==> config.mk <==
export PLATFORM = sky130hd
export DESIGN_NAME = fft8_frame_sequencer
export DESIGN_NICKNAME = d
export VERILOG_FILES = /design/src/rtl/fft8_frame_sequencer.sv
export SDC_FILE = /design/constraint.sdc
export NUM_CORES = 1
export LEC_CHECK = 0
export CORE_MARGIN = 10
export CORE_UTILIZATION = 44
export DETAILED_ROUTE_END_ITERATION = 10
export PLACE_DENSITY = 0.76
export SLEW_MARGIN = 10
export SYNTH_ARGS = -nofsm -noshare
export SYNTH_HDL_FRONTEND = slang
export SYNTH_SLANG_ARGS = --single-unit
export TNS_END_PERCENT = 1
==> constraint.sdc <==
create_clock -name clk -period 7.4 [get_ports clk]
set_input_delay 0.74 -clock clk [delete_from_list [all_inputs] [get_ports clk]]
set_output_delay 0.74 -clock clk [all_outputs]
set_load 0.01 [all_outputs]
==> src/rtl/fft8_frame_sequencer.sv <==
// fft8_frame_sequencer: frames a complex sample stream for a free-running
// 8-point FFT core. The core has no handshake and a fixed register latency.
//
// Flow: LOAD collects eight samples, WAIT sits out the core latency, and
// UNLOAD streams bins X0..X7 in natural order. Frames never overlap.
//
// Optional build macro FFT_SEQ_FRAMECNT_EN adds frame_cnt[15:0]. This counter
// steps on every bin-7 output handshake and wraps from 0xFFFF to 0.
//
// Handshake rule on both streams: a transfer happens on a rising clk edge
// where valid && ready are both high. A source holds its payload stable while
// valid && !ready. s_ready and m_valid come straight from registers.
module fft8_frame_sequencer #(
  parameter int W        = 8,
  parameter int CORE_LAT = 1
) (
  input  logic           clk,
  input  logic           rst,
  input  logic           s_valid,
  output logic           s_ready,
  input  logic [W-1:0]   s_re,
  input  logic [W-1:0]   s_im,
  output logic           m_valid,
  input  logic           m_ready,
  output logic [W-1:0]   m_re,
  output logic [W-1:0]   m_im,
  output logic [2:0]     m_idx,
  output logic           m_last,
  output logic           busy,
  output logic [8*W-1:0] core_in_re,
  output logic [8*W-1:0] core_in_im,
  input  logic [8*W-1:0] core_out_re,
  input  logic [8*W-1:0] core_out_im
`ifdef FFT_SEQ_FRAMECNT_EN
  ,
  output logic [15:0]    frame_cnt
`endif
);

  // The wait counter only needs to cover CORE_LAT in the range 1..7.
  localparam logic [2:0] LAT = 3'(CORE_LAT);

  typedef enum logic [1:0] {
    S_LOAD   = 2'd0,
    S_WAIT   = 2'd1,
    S_UNLOAD = 2'd2
  } state_t;

  state_t     state, state_nxt;
  logic       s_ready_nxt;
  logic       m_valid_nxt;

  logic [2:0] cnt;   // next input slot to write
  logic [2:0] wcnt;  // remaining core-latency cycles

  logic [W-1:0] ibuf_re [8];
  logic [W-1:0] ibuf_im [8];
  logic [W-1:0] obuf_re [8];
  logic [W-1:0] obuf_im [8];

  logic s_acc;      // input sample transfer this edge
  logic last_acc;   // transfer of the eighth sample
  logic wait_done;  // core output is valid for the held frame
  logic m_hs;       // output bin transfer this edge
  logic last_hs;    // transfer of bin 7

  assign s_acc     = s_valid && s_ready && (state == S_LOAD);
  assign last_acc  = s_acc && (cnt == 3'd7);
  assign wait_done = (state == S_WAIT) && (wcnt == 3'd0);
  assign m_hs      = m_valid && m_ready && (state == S_UNLOAD);
  assign last_hs   = m_hs && (m_idx == 3'd7);

  // State register plus the registered handshake flags it drives.
  always_ff @(posedge clk or posedge rst) begin
    if (rst) begin
      state   <= S_LOAD;
      s_ready <= 1'b0;
      m_valid <= 1'b0;
    end else begin
      state   <= state_nxt;
      s_ready <= s_ready_nxt;
      m_valid <= m_valid_nxt;
    end
  end

  // Next state and next handshake flags; every target defaults to its hold value.
  always_comb begin
    state_nxt   = state;
    s_ready_nxt = s_ready;
    m_valid_nxt = m_valid;
    case (state)
      S_LOAD: begin
        s_ready_nxt = 1'b1;
        m_valid_nxt = 1'b0;
        if (last_acc) begin
          state_nxt   = S_WAIT;
          s_ready_nxt = 1'b0;
        end
      end
      S_WAIT: begin
        s_ready_nxt = 1'b0;
        m_valid_nxt = 1'b0;
        if (wait_done) begin
          state_nxt   = S_UNLOAD;
          m_valid_nxt = 1'b1;
        end
      end
      S_UNLOAD: begin
        s_ready_nxt = 1'b0;
        m_valid_nxt = 1'b1;
        if (last_hs) begin
          state_nxt   = S_LOAD;
          m_valid_nxt = 1'b0;
          s_ready_nxt = 1'b1;
        end
      end
      default: begin
        state_nxt   = S_LOAD;
        s_ready_nxt = 1'b0;
        m_valid_nxt = 1'b0;
      end
    endcase
  end

  // Sample counter: advances per accepted sample and is cleared when bin 7 leaves.
  // Accepting slot 7 wraps it to 0 naturally.
  always_ff @(posedge clk or posedge rst) begin
    if (rst) begin
      cnt <= 3'd0;
    end else if (s_acc) begin
      cnt <= cnt + 3'd1;
    end else if (last_hs) begin
      cnt <= 3'd0;
    end
  end

  // Wait counter: loaded with the core latency on the last accept and run down in WAIT.
  always_ff @(posedge clk or posedge rst) begin
    if (rst) begin
      wcnt <= 3'd0;
    end else if (last_acc) begin
      wcnt <= LAT;
    end else if ((state == S_WAIT) && (wcnt != 3'd0)) begin
      wcnt <= wcnt - 3'd1;
    end
  end

  // Input frame buffer: written only by accepted samples, so the core input holds
  // steady through WAIT and UNLOAD.
  always_ff @(posedge clk or posedge rst) begin
    if (rst) begin
      for (int k = 0; k < 8; k++) begin
        ibuf_re[k] <= '0;
        ibuf_im[k] <= '0;
      end
    end else if (s_acc) begin
      ibuf_re[cnt] <= s_re;
      ibuf_im[cnt] <= s_im;
    end
  end

  // Pack the input frame for the core: slot k maps to bits [W*k +: W].
  always_comb begin
    core_in_re = '0;
    core_in_im = '0;
    for (int k = 0; k < 8; k++) begin
      core_in_re[W*k +: W] = ibuf_re[k];
      core_in_im[W*k +: W] = ibuf_im[k];
    end
  end

  // Spectrum capture: snapshot all eight bins once the core latency has elapsed.
  always_ff @(posedge clk or posedge rst) begin
    if (rst) begin
      for (int k = 0; k < 8; k++) begin
        obuf_re[k] <= '0;
        obuf_im[k] <= '0;
      end
    end else if (wait_done) begin
      for (int k = 0; k < 8; k++) begin
        obuf_re[k] <= core_out_re[W*k +: W];
        obuf_im[k] <= core_out_im[W*k +: W];
      end
    end
  end

  // Bin index: steps per output handshake and wraps to 0 after bin 7.
  always_ff @(posedge clk or posedge rst) begin
    if (rst) begin
      m_idx <= 3'd0;
    end else if (m_hs) begin
      m_idx <= m_idx + 3'd1;
    end
  end

  // Output payload is a mux of the captured spectrum. It is stable whenever
  // m_idx is not advancing.
  always_comb begin
    m_re   = obuf_re[m_idx];
    m_im   = obuf_im[m_idx];
    m_last = (m_idx == 3'd7);
    busy   = (state != S_LOAD) || (cnt != 3'd0);
  end

`ifdef FFT_SEQ_FRAMECNT_EN
  // Completed-frame counter: steps on each bin-7 handshake and wraps at 16 bits.
  always_ff @(posedge clk or posedge rst) begin
    if (rst) begin
      frame_cnt <= 16'd0;
    end else if (last_hs) begin
      frame_cnt <= frame_cnt + 16'd1;
    end
  end
`endif

endmodule

## Word-level counts from Yosys, hierarchy flattened

Index checks and enable logic that the tools add are counted.

| storage, ports and cells | value |
|---|---|
| bits in registers | 269 |
| input bits | 148 |
| output and inout bits | 151 |
| logic and storage cells | 95 |

| operators by class | value |
|---|---|
| $add $sub $neg | 3 |
| $lt $le $gt $ge | 3 |
| equal/unequal tests | 7 |
| mux-type cells | 24 |
| bitwise gates (word level) | 2 |
| reductions and logical operators | 18 |

Operator list:

| cell | count |
|---|---|
| bitwise mux 64 bit | 2 |
| binary-select mux 8 bit (select 3 bit) | 2 |
| two-way mux 8 bit | 5 |
| demux 8 bit (select 3 bit) | 1 |
| two-way mux 3 bit | 4 |
| logical AND 1 bit | 9 |
| greater-or-equal comparator 4 bit, second input constant | 2 |
| NOT 3 -> 4 bit | 2 |
| adder 3 x 1 -> 3 bit, second input constant | 2 |
| == test 3 bit, second input constant | 2 |
| two-way mux 2 bit | 3 |
| inequality test 2 bit, second input constant | 3 |
| case mux 2 bit (3 select lines) | 1 |
| nonzero test 2 bit | 3 |
| nonzero test 3 bit | 2 |
| < comparator 4 x 1 -> 1 bit, second input constant | 1 |
| two-way mux 1 bit | 4 |
| case mux 1 bit (2 select lines) | 2 |
| logical NOT 3 bit | 1 |
| AND reduction 3 bit | 1 |
| subtractor 3 x 1 -> 3 bit, second input constant | 1 |
| == test 2 x 1 -> 1 bit, second input constant | 1 |
| == test 2 bit, second input constant | 1 |
| logical NOT 2 bit | 1 |
| logical OR 1 bit | 1 |

## Depth between registers and ports, before layout

| logic depth | value |
|---|---|
| word-level depth | 6 |
| gate-level depth with buffers | 8 |
| depth with buffers taken out | 5 |

## Worst setup path after synthesis

Ideal clock, no wire load.

| timing path | value |
|---|---|
| path type | reg-to-output |
| start | register m_idx[0] |
| end | output port m_im[2] |
| arrival | 1.700 ns |
| data required time | 6.660 ns |
| slack | 4.960 ns |
| stages on the path, launching flop included | 5 |
| buffers on the path | 2 |
| cells stage by stage | dfrtp_1 > buf_2 > buf_2 > mux4_2 > mux2_2 |

| between the ends | value |
|---|---|
| cells in the longest elaborated chain, start to end | 4 |

RTL lines:

| what | line | source |
|---|---|---|
| start, declared | 27 | `output logic [2:0] m_idx,` |
| start signal, assigned | 192 | `m_idx <= m_idx + 3'd1;` |
| NOT 3 -> 4 bit (not written as such) | 200 | `m_im = obuf_im[m_idx];` |
| binary-select mux 8 bit (select 3 bit) | 200 |  |
| two-way mux 8 bit (not written as such) (2 in a row) | 200 |  |
| end, declared | 26 | `output logic [W-1:0] m_im,` |

No other way between the ends. The select of a mux whose other input is x is not followed.

## Final worst setup path

| timing path | value |
|---|---|
| start | register m_idx[0] |
| end | output port m_im[3] |

The elaborated chain is that of the path after synthesis.

==> metrics <==
outcome=complete, no violations; Area Overhead vs Synth=37.3%; antenna violations before repair=7; Worst Hold Class=reg -> reg; htree depth=1; global-route wire length before repair=47,000 um; pre-CTS setup slack=4340 ps; post-cts resize count=0; pwr dens=427 mW/mm2; Routed wire per std cell=22.7 um; grt met2 use=0.293; Final Cell Area=0.0155 mm2; Top Ports=299; Multi-input gate area=0.00435 mm2; Initial DRC Count=365; Worst-Margin Slew=1100 ps; first drt pass iteration count=6; Row Count=58; clk root buf=clkbuf_16; share of post-route cells with drive strength above 1=0.368; RSZ-0062 raised after global routing=no; Layout Skew=11.0 ps; Lkg Pwr=6.75 nW; Die X=180 um; VDD IR-drop max=322 uV; Fin Setup TNS=0 ps; clk_lat worst skew=540 ps; Chip Height=180 um; worst-path maximum fanout=35; Register Area=0.00673 mm2; detailed-route DRC error count=0; Most Crowded Layer GR=met2; Post-synth top flop=dfrtp_1; Avg Synthesized Cell Area=16.6 um2; dpl cell area=0.0146 mm2; cts hold-fix bufs=0; minimum clock period=3580 ps; final core occ=0.615; WP data arrival=2840 ps; Core Area=0.0253 mm2; CTS tree=done; M3 GR Usage=0.0761; final WL=30,400 um; Warnings, synthesis=0; Yosys reg bits=269; endpoints failing hold=0; Synthesized Nets=839; total track usage=0.181; CP endpoint kind=output port; Max Transition Viols Final=0; filler instances=1,911; number of synthesized flops with an enable pin=0; critical path class=reg -> out; min setup slack post-route=3820 ps; Routability Congestion=0.786; vias per cell=5.27; Post CTS Setup Buffer Count=0; Initial Util=0.448; final worst-path cycle share=0.483; Rel. slew slack=0.264; Remaining Overflow, GRT=0; ys async rst share=1.00; final net count=1,143; post-synth cell types=33; top achievable clock speed=0.280 GHz; Critical Path RT=6660 ps; DIE AREA=0.0325 mm2; via count=7,035; post-DP HPWL=21,900 um; CTS buffer count=29; grt met1 use=0.221; # clock sinks=269; max cap viols=0; Reg clk slew, reported paths=60 ps; IO buf count=298; vias in the first global route=7,602; Cell Area, Synth=0.0113 mm2; Cells after Synth=680; Clock Path Buffers=3; setup violators final=0; post-synthesis sequential area ratio=0.595; CP Launch Type=flop; pin count of the biggest net entering global routing=82; number of routed nets with antenna violations=0
[power by group]
| part | internal [W] | switching (W) |
|---|---|---|
| Sequential | 0.00212 | 0.000455 |
| Clock | 0.000848 | 0.000573 |
| Combinational | 0.00171 | 0.000923 |
| Total | 0.00468 | 0.00195 |
[cell families (layout without fill, tap and decap cells)]
family	Yosys count	count (layout)	share of synthesized area
other	0	1	0
adder cells (fa/ha/maj)	11	11	0.0122
buffers and inverters	44	368	0.0212
XOR/XNOR	1	1	0.000774
AND/OR/NAND/NOR	38	38	0.0207
flip-flops	269	269	0.595
AO/OA/AOI/OAI	10	10	0.00619
multiplexers	307	307	0.344
[final timing paths]
| check | startpoint | end | slack, ps | depth (start not counted) |
|---|---|---|---|---|
| worst max-delay path | m_idx[0] | m_im[3] | 3820 | 4 |
| worst min-delay path | core_in_im[12] | core_in_im[12] | 490 | 1 |
| worst max register to register | state[1] | obuf_im[4] | 4480 | 6 |
| worst min register to register | core_in_im[12] | core_in_im[12] | 490 | 1 |
| max in group asynchronous | rst | core_in_re[8] | 5120 | 4 |
| min in group asynchronous | rst | obuf_im[25] | 600 | 2 |
[metrics by stage]
step / instances / hold WS (ps) / total power (W)
after CTS: 1334 / 489 / 0.00672
after global placement: 1283 / 467 / 0.00517
final: 1335 / 486 / 0.00663
after global routing: 1334 / 510 / 0.00701
after detailed placement: 1283 / 476 / 0.00527
after floorplan: 680 / 474 / 0.00400
[cells in the mapped netlist (3+ instances only)]
cell      number  area, um2
mux2_1         3       33.8
o21ai_0        3       15.0
dfrtp_1      269       6730
nand3_1       10       50.1
buf_4          3       22.5
buf_6          3       33.8
ha_1          11        138
mux2_2       252       2840
inv_1          7       26.3
buf_1          3       11.3
mux2_4        20        300
buf_2         20        100
and3_1         3       18.8
clkbuf_1       7       26.3
nand2_1        9       33.8
nor3_2         4       40.0
mux4_2        32        721
[worst max-delay path, cell delays in order (launching register included)]
cell	delay, ps
dfrtp_2	330
buf_4	550
mux4_2	590
mux2_2	300
clkdlybuf4s50_1	490
[state kept, by name, summed over array words and instances (netlist names)]
name and count:
cnt 3, core_in_im 64, core_in_re 64, m_idx 3, m_valid 1, obuf_im 64, obuf_re 64, s_ready 1
state 2, wcnt 3
[layout by cell type, fill, tap and decap left out, types with 3 or more instances in the layout]
master,netlist,routed
clkdlybuf4s50_1,0,298
dfrtp_1,269,267
mux2_2,252,252
mux4_2,32,32
clkbuf_16,0,29
mux2_4,20,20
buf_4,3,12
ha_1,11,11
nand3_1,10,10
nand2_1,9,9
clkbuf_1,7,9
inv_1,7,6
clkbuf_8,0,6
nor3_2,4,4
mux2_1,3,3
and3_1,3,3
o21ai_0,3,3
clkinv_2,0,3
[layout make-up]
type / count / area share
Timing Repair Buffer: 310 / 0.198
Clock buffer: 44 / 0.0542
Multi-Input combinational cell: 367 / 0.280
Inverter: 7 / 0.00193
Antenna cell: 1 / 0.000161
Sequential cell: 269 / 0.434
Clock inverter: 7 / 0.00588
Tap cell: 330 / 0.0266
[per-layer routing]
metal	vias to the layer above	share of wire	wire [um]
li1	3104	-	-
met1	3583	0.41	12400
met2	280	0.47	14200
met3	54	0.10	3090
met4	14	0.017	511
met5	-	0.0032	96
Note: power is estimated with default switching activity, not from simulation.
